<file path="src/rtl/dt_pkg.sv">
// Shared definitions for the CAN-bus decision-tree classifier.
// Contents:
//   - node-word field positions
//   - feature count and widths
//   - traversal state enum
//   - error class code
//   - feature-select helper
package dt_pkg;

   // Node word field positions (bit indices into the 64-bit node word)
   localparam int LEAF_BIT   = 63;
   localparam int FEAT_MSB   = 55;
   localparam int FEAT_LSB   = 53;
   localparam int THR_MSB    = 52;
   localparam int THR_LSB    = 26;
   localparam int RCHILD_MSB = 25;
   localparam int RCHILD_LSB = 18;
   localparam int LCHILD_MSB = 17;
   localparam int LCHILD_LSB = 10;
   localparam int CLASS_MSB  = 7;
   localparam int CLASS_LSB  = 0;

   localparam int NUM_FEATURES = 6;
   localparam int FEAT_W       = 32;
   localparam int THR_W        = 27;

   // Class label reported when a run aborts
   localparam logic [7:0] ERR_CLASS = 8'hFF;

   typedef enum logic [1:0] {
      ST_IDLE  = 2'd0,
      ST_FETCH = 2'd1,
      ST_EVAL  = 2'd2,
      ST_DONE  = 2'd3
   } state_t;

   // Pick feature k out of the packed feature vector.
   // Ids 6 and 7 have no feature; they return zero and the caller aborts.
   function automatic logic [FEAT_W-1:0] feature_select(
      input logic [NUM_FEATURES*FEAT_W-1:0] feats,
      input logic [2:0]                     fid
   );
      logic [FEAT_W-1:0] sel;
      case (fid)
         3'd0:    sel = feats[  0 +: FEAT_W];
         3'd1:    sel = feats[ 32 +: FEAT_W];
         3'd2:    sel = feats[ 64 +: FEAT_W];
         3'd3:    sel = feats[ 96 +: FEAT_W];
         3'd4:    sel = feats[128 +: FEAT_W];
         3'd5:    sel = feats[160 +: FEAT_W];
         default: sel = {FEAT_W{1'b0}};
      endcase
      return sel;
   endfunction

endpackage

</file>
<file path="src/rtl/threshold_decoder.sv">
// Per-node threshold comparator.
// Ports:
//   feature_id        : in, node feature id
//   threshold         : in, node threshold (27 bits)
//   feature           : in, selected latched feature value (32 bits)
//   comparison_result : out, 1 when the feature goes to the left child
// Feature and threshold already share one fixed-point format, so the
// compare is a plain unsigned 32-bit one against the zero-extended
// threshold. Equal values go left.
module threshold_decoder
   import dt_pkg::*;
(
   input  logic [2:0]        feature_id,
   input  logic [THR_W-1:0]  threshold,
   input  logic [FEAT_W-1:0] feature,
   output logic              comparison_result
);

   // Unsigned compare, forced low for ids that do not name a feature
   always_comb begin
      comparison_result = 1'b0;
      if (feature_id < 3'(NUM_FEATURES)) begin
         comparison_result = (feature <= {5'b0, threshold});
      end else begin
         comparison_result = 1'b0;
      end
   end

endmodule

</file>
<file path="src/rtl/tree_traversal_ctrl.sv">
// Decision-tree traversal controller.
// Walks node memory from ROOT_ADDR, one node per FETCH/EVAL pair, until
// it reaches a leaf, hits a bad feature id, or exhausts MAX_DEPTH.
// Ports:
//   clk, rst_n : clock; synchronous active-low reset
//   start      : in, request (taken only while ready)
//   features   : in, 6 x 32-bit features, latched on acceptance
//   ready      : out, idle
//   mem_rd_en  : out, node read strobe (high in FETCH)
//   mem_addr   : out, node address (doubles as the walk pointer)
//   mem_rdata  : in, node word, valid one cycle after mem_rd_en
//   done       : out, one-cycle result pulse
//   class_out  : out, leaf class label, or ERR_CLASS on abort
//   error      : out, last run aborted
//   depth      : out, number of nodes visited in the last run
module tree_traversal_ctrl
   import dt_pkg::*;
#(
   parameter logic [7:0] ROOT_ADDR = 8'd0,
   parameter int         MAX_DEPTH = 32
) (
   input  logic                           clk,
   input  logic                           rst_n,
   input  logic                           start,
   input  logic [NUM_FEATURES*FEAT_W-1:0] features,
   output logic                           ready,
   output logic                           mem_rd_en,
   output logic [7:0]                     mem_addr,
   input  logic [63:0]                    mem_rdata,
   output logic                           done,
   output logic [7:0]                     class_out,
   output logic                           error,
   output logic [5:0]                     depth
);

   state_t                           state_r;
   logic [NUM_FEATURES*FEAT_W-1:0]   feat_r;

   // Node word fields (mem_rdata is only meaningful in EVAL)
   logic              node_leaf_s;
   logic [2:0]        node_fid_s;
   logic [THR_W-1:0]  node_thr_s;
   logic [7:0]        node_right_s;
   logic [7:0]        node_left_s;
   logic [7:0]        node_class_s;
   logic [FEAT_W-1:0] sel_feature_s;
   logic              go_left_s;
   logic              unused_bits_s;

   assign node_leaf_s   = mem_rdata[LEAF_BIT];
   assign node_fid_s    = mem_rdata[FEAT_MSB:FEAT_LSB];
   assign node_thr_s    = mem_rdata[THR_MSB:THR_LSB];
   assign node_right_s  = mem_rdata[RCHILD_MSB:RCHILD_LSB];
   assign node_left_s   = mem_rdata[LCHILD_MSB:LCHILD_LSB];
   assign node_class_s  = mem_rdata[CLASS_MSB:CLASS_LSB];
   assign unused_bits_s = ^{mem_rdata[62:56], mem_rdata[9:8]};

   assign sel_feature_s = feature_select(feat_r, node_fid_s);

   threshold_decoder u_cmp (
      .feature_id        (node_fid_s),
      .threshold         (node_thr_s),
      .feature           (sel_feature_s),
      .comparison_result (go_left_s)
   );

   // Traversal FSM with all outputs registered.
   // mem_addr is the walk pointer; it only moves when entering FETCH.
   always_ff @(posedge clk) begin
      if (!rst_n) begin
         state_r   <= ST_IDLE;
         feat_r    <= '0;
         ready     <= 1'b1;
         mem_rd_en <= 1'b0;
         mem_addr  <= ROOT_ADDR;
         done      <= 1'b0;
         class_out <= 8'd0;
         error     <= 1'b0;
         depth     <= 6'd0;
      end else begin
         case (state_r)
            ST_IDLE: begin
               done      <= 1'b0;
               mem_rd_en <= 1'b0;
               if (start) begin
                  feat_r    <= features;
                  mem_addr  <= ROOT_ADDR;
                  error     <= 1'b0;
                  depth     <= 6'd0;
                  ready     <= 1'b0;
                  mem_rd_en <= 1'b1;
                  state_r   <= ST_FETCH;
               end
            end
            ST_FETCH: begin
               mem_rd_en <= 1'b0;
               depth     <= depth + 6'd1;
               state_r   <= ST_EVAL;
            end
            ST_EVAL: begin
               // Priority: leaf, then bad feature id, then depth budget
               if (node_leaf_s) begin
                  class_out <= node_class_s;
                  done      <= 1'b1;
                  state_r   <= ST_DONE;
               end else if (node_fid_s >= 3'(NUM_FEATURES)) begin
                  error     <= 1'b1;
                  class_out <= ERR_CLASS;
                  done      <= 1'b1;
                  state_r   <= ST_DONE;
               end else if (depth == 6'(MAX_DEPTH)) begin
                  error     <= 1'b1;
                  class_out <= ERR_CLASS;
                  done      <= 1'b1;
                  state_r   <= ST_DONE;
               end else begin
                  mem_addr  <= go_left_s ? node_left_s : node_right_s;
                  mem_rd_en <= 1'b1;
                  state_r   <= ST_FETCH;
               end
            end
            ST_DONE: begin
               done    <= 1'b0;
               ready   <= 1'b1;
               state_r <= ST_IDLE;
            end
            default: begin
               done      <= 1'b0;
               mem_rd_en <= 1'b0;
               ready     <= 1'b1;
               state_r   <= ST_IDLE;
            end
         endcase
      end
   end

endmodule

</file>
<file path="config.mk">
export PLATFORM = sky130hd
export DESIGN_NAME = tree_traversal_ctrl
export DESIGN_NICKNAME = d
export VERILOG_FILES = /design/src/rtl/dt_pkg.sv /design/src/rtl/threshold_decoder.sv /design/src/rtl/tree_traversal_ctrl.sv
export SDC_FILE = /design/constraint.sdc
export NUM_CORES = 1
export LEC_CHECK = 0
export BUFFER_PORTS_ARGS = -buffer_cell sky130_fd_sc_hd__clkbuf_2
export CAP_MARGIN = 20
export CORE_UTILIZATION = 55
export DETAILED_ROUTE_END_ITERATION = 10
export PLACE_DENSITY = 0.93
export SLEW_MARGIN = 20
export SYNTH_ARGS = -nofsm -noshare
export SYNTH_HDL_FRONTEND = slang
export SYNTH_SLANG_ARGS = --single-unit
</file>
<file path="constraint.sdc">
create_clock -name clk -period 8.95 [get_ports clk]
set_input_delay 0.895 -clock clk [delete_from_list [all_inputs] [get_ports clk]]
set_output_delay 0.895 -clock clk [all_outputs]
set_load 0.01 [all_outputs]
</file>
**After elaboration in Yosys (flattened, before gate mapping)**

Cells that the tools add are included.
Widths: inputs -> output; s select.

- Input port bits: 259
- Register bits: 220

- Reduce and logical (&&, ||, !) cells: 17
- Mux-type cells: 31
- $add $sub $neg: 1
- Eq/ne operators: 15
- $lt $le $gt $ge: 3

Operator list:

| cell | count |
|---|---|
| $pmux 32 s6 | 1 |
| $mux 8 | 8 |
| $le 32x27->1 | 1 |
| $pmux 8 s2 | 1 |
| $pmux 6 s2 | 1 |
| $mux 1 | 10 |
| $reduce_and 2->1 | 5 |
| $mux 2 | 4 |
| $ne 2x2->1 const B | 4 |
| $pmux 2 s4 | 1 |
| $reduce_and 4->1 | 2 |
| $reduce_bool 2->1 | 4 |
| $add 6x1->6 const B | 1 |
| $eq 3x2->1 const B | 2 |
| $eq 3x3->1 const B | 2 |
| $eq 6x6->1 const B | 1 |
| $mux 6 | 1 |
| $pmux 1 s2 | 3 |
| $reduce_bool 3->1 | 2 |
| $reduce_and 5->1 | 1 |
| $eq 2x2->1 const B | 2 |
| $ne 4x4->1 const B | 1 |
| $eq 3x1->1 const B | 1 |
| $ge 3x3->1 const B | 1 |
| 7 further kinds | 7 |

**Logic depth before layout (Yosys ltp)**

- Depth in word-level cells: 9
- Mapped depth: 16

**By module**

A second synthesis with hierarchy kept.

- Cell total of the unflattened synthesis: 1268
- Area total of the unflattened synthesis: 10438.8 µm²

Modules (own cells, without submodules):

| module | area an instance (µm²) | cells an instance | times used |
|---|---|---|---|
| tree_traversal_ctrl | 9719.3 | 1169 | 1 |
| threshold_decoder | 719.4 | 99 | 1 |

**Worst setup path after synthesis**

Ideal clock, no wire load.

- Path kind: input to register
- Start: in mem_rdata[55]
- End: reg mem_addr[0]
- Arrival: 4.018 ns
- Library setup time: 0.122 ns
- Path buffers: 4
- Stages: 15
- Data required time: 8.828 ns
- Path slack: 4.810 ns
- Cells stage by stage: clkbuf_1 clkbuf_1 nor2_1 clkbuf_1 a22oi_1 nand3_1 ha_1 nand4_1 nor4_1 a21boi_0 a211oi_1 o211a_1 o21ba_1 buf_2 a221o_1

- Longest elaborated chain between the ends: 9

Ends and longest elaborated chain:

| element | line | text |
|---|---|---|
| from (decl) | tree_traversal_ctrl.sv:29 | `input logic [63:0] mem_rdata,` |
| $eq 3x3->1, or another cell as far along | dt_pkg.sv:44 | `case (fid)` |
| $pmux 32 s6 | dt_pkg.sv:44 |  |
| $le 32x27->1 | threshold_decoder.sv:23 | `comparison_result = (feature <= {5'b0, threshold});` |
| $mux 1 | threshold_decoder.sv:22 | `if (feature_id < 3'(NUM_FEATURES)) begin` |
| $mux 8 | tree_traversal_ctrl.sv:117 | `mem_addr <= go_left_s ? node_left_s : node_right_s;` |
| $mux 8 | tree_traversal_ctrl.sv:111 | `end else if (depth == 6'(MAX_DEPTH)) begin` |
| $mux 8 | tree_traversal_ctrl.sv:106 | `end else if (node_fid_s >= 3'(NUM_FEATURES)) begin` |
| $mux 8 | tree_traversal_ctrl.sv:102 | `if (node_leaf_s) begin` |
| $pmux 8 s2 | tree_traversal_ctrl.sv:81 | `case (state_r)` |
| to (signal assigned) | tree_traversal_ctrl.sv:117 |  |
| to (decl) | tree_traversal_ctrl.sv:28 | `output logic [7:0] mem_addr,` |

Several ways; a longest one is shown, not always the timed one. The select of a mux whose other input is x is not followed.
A chain may end at the register's enable or synchronous reset.

**Final worst setup path**

- Start: in mem_rdata[55]
- End: reg mem_addr[7]

The elaborated chain is that of the path after synthesis.

==> results_dict.tcl <==
set metrics [dict create \
    yosys.cell_types.count 51 \
    syn_area_um2 9920 \
    post_cts_resized 0 \
    clock.fmax_mhz 216 \
    post-cts-setup-buffers 0 \
    synth_async_sr_flop_share 0 \
    rows 48 \
    hold_buffers 0 \
    grt_pass1_vias 9121 \
    ys_seq_elements 220 \
    critPathRequiredTime_ns 9.39 \
    arrival_ns 5.08 \
    ir_drop_mv 0.143 \
    endpoint_kind "flop" \
    rsz0062_at_grt "false" \
    finalCritPeriodShare 0.518 \
    htree_levels 1 \
    outcome "completed" \
    max_cap_viol_count 0 \
    yosysTopAreaCellShare 0.444 \
    avgSynthCellArea_um2 8.29 \
    ys.flop_type "dfxtp_1" \
    vias 9380 \
    grt.overflow.total 0 \
    drtAntennaViolNets 0 \
    routabilityCongestion 0.856 \
    initial_utilization 0.567 \
    yosys.area.top_type "dfxtp_1" \
    antenna_cells 0 \
    startpoint_type "input pin" \
    place_ws_ns 3.65 \
    cts.path.max_buffers 3 \
    numPortBuffers 275 \
    p_per_area_nw_per_um2 216 \
    wl_per_cell_um 16.6 \
    slew_headroom 0.290 \
    synth_warnings 0 \
    remaining_drc_errors 0 \
    yosysSeqAreaShare 0.444 \
    area_delta_synth_final_pct 21.9 \
    cts_tree "yes" \
    setup_slack_ns 4.32 \
    gr-usage-all-layers 0.294 \
    numCtsBuffers 23 \
    period_needed_ns 4.63 \
    fin_area_um2 12100 \
    drt-initial-drc-count 718 \
    final_nets 1713 \
    grt_max_degree 110 \
    fp.dieH_um 136 \
    drtPass1Iterations 5 \
    hold_depth 2 \
    syn-num-nets 1489 \
    syn_inst 1196 \
    setup-tns-final_ns 0 \
    grt_first_pass_wirelength_um 43200 \
    io_pins 285 \
    clk_latency_ns 0.50 \
    vias_per_cell 5.65 \
    maxSlewViolCount 0 \
    crit_fanout 19 \
    dp_hpwl_um 18900 \
    layout-drive-gt1-share 0.241 \
    path_clk_slew_ns 0.06 \
    clock_sinks 220 \
    post_dp_cell_area_um2 11300 \
    rr_worst_depth 12 \
    wl_um 27600 \
    setup_viol 0 \
    cts_root_buf "clkbuf_16" \
    synth_edf_count 0 \
    synthTopCellsByArea "dfxtp_1 44%, nand2_1 15%, a21boi_0 15%, a22oi_1 4.9%, ha_1 4.3%" \
    finClkSkew_ns 0.00826 \
    tightest_slew_ns 1.07 \
    hold_viol 0 \
    leakage_uw 0.00530 \
    antenna_found_initial 0 \
    worstSetupPathType "input pin to flop" \
    dieArea_um2 18600 \
    core-area_um2 17500 \
    fp.dieW_um 136 \
    min-delay-path-class "flop to flop" \
]
-- final cells by class --
cell class	count	area [um^2]
multi-input cells	860	5100
flip-flops and latches	220	4400
inverters	31	116
clock inverters	8	65.1
clock buffers	32	669
fillers	1338	5390
repair buffers	284	1450
well taps	225	282
-- state kept, by name, indices dropped and copies added, names as in the netlist --
name       count
feat_r       192
ready          1
mem_rd_en      1
mem_addr       8
state_r        2
done           1
depth          6
class_out      8
error          1
-- synth_stat cells, types with 2 or more instances --
cell type / number
nor2_1: 12
nor4_1: 2
inv_1: 31
a221o_1: 9
o221ai_1: 2
o21a_1: 3
a21boi_0: 194
and2_1: 8
nor3_1: 2
nor3b_1: 2
a222oi_1: 5
buf_2: 2
o221a_2: 10
nand2b_1: 2
ha_1: 34
mux2_2: 5
xor2_1: 2
a21o_1: 2
nand3_1: 21
nand2_1: 406
clkbuf_1: 82
nor4b_1: 2
dfxtp_1: 220
or4_1: 4
a22oi_1: 65
a21oi_1: 15
a221oi_1: 4
o21ai_0: 7
o211a_1: 2
mux2i_1: 7
nand4_1: 8
nor2b_1: 7
-- through the flow --
step,cells,total power [uW],util,hold WS (ns)
2_1_floorplan,1196,1520,-,0.438
3_3_place_gp,1620,1670,0.649,0.450
3_5_place_dp,1620,1690,0.649,0.456
4_1_cts,1660,2620,0.691,0.464
5_1_grt,1660,2730,0.691,0.483
6_report,1660,2610,0.691,0.461
-- worst max-delay path, stage by stage --
cell and delay [ns]:
clkbuf_2 0.51, and3b_1 0.43, buf_4 0.32, a222oi_1 0.40, nand2_1 0.11, ha_1 0.30
nand4_1 0.13, nor4_1 0.46, a21boi_0 0.37, a211oi_1 0.15, o211a_1 0.28, nor3_2 0.46
a221o_1 0.24
-- routing by layer --
metal,track usage,up-vias,share of wire
met2,0.503,391,0.49
li1,-,4534,-
met3,0.0459,101,0.060
met1,0.355,4354,0.41
met5,0,-,0
met4,0.151,0,0.045
-- worst paths after layout --
| kind | slack, ns | from | end |
|---|---|---|---|
| setup / recovery | 4.32 | mem_rdata[55] | mem_addr[7] |
| hold / removal | 0.46 | feat_r[42] | feat_r[42] |
| setup reg to reg | 5.43 | feat_r[175] | mem_addr[7] |
| hold reg to reg | 0.46 | feat_r[42] | feat_r[42] |
-- cells by family (layout without fill, tap and decap cells) --
| logic type | after synthesis | after routing | share of synthesized area |
|---|---|---|---|
| and+or+nand+nor | 483 | 483 | 0.199 |
| AOI/OAI and AO/OA | 328 | 328 | 0.252 |
| xor gates and xnor gates | 2 | 2 | 0.00177 |
| adders and majority gates | 34 | 34 | 0.0429 |
| buffers and inverters | 116 | 355 | 0.0449 |
| muxes | 13 | 13 | 0.0150 |
| DFF | 220 | 220 | 0.444 |
-- placed cells by master (no fill, tap or decap), drive strengths merged, types with 3 or more instances in the layout --
cell type,n
nor2b,7
clkinv,7
nand3,21
mux2i,7
ha,34
inv,31
dfxtp,220
a221o,9
nor3,3
a221oi,4
nand2,406
o221a,10
a21boi,194
or4,4
a21oi,15
a22oi,65
nand4,8
and2,9
buf,10
nor3b,3
clkbuf,306
mux2,5
o21a,3
nor2,12
o21ai,7
a222oi,5
-- power breakdown --
part / switching [uW] / internal [uW] / total (uW) / leakage [uW]
clock network: 378 / 548 / 925 / 0.000372
registers: 66.1 / 1100 / 1170 / 0.00180
logic: 323 / 192 / 515 / 0.00313
total: 766 / 1840 / 2610 / 0.00530
Note: power is estimated with default switching activity, not from simulation.
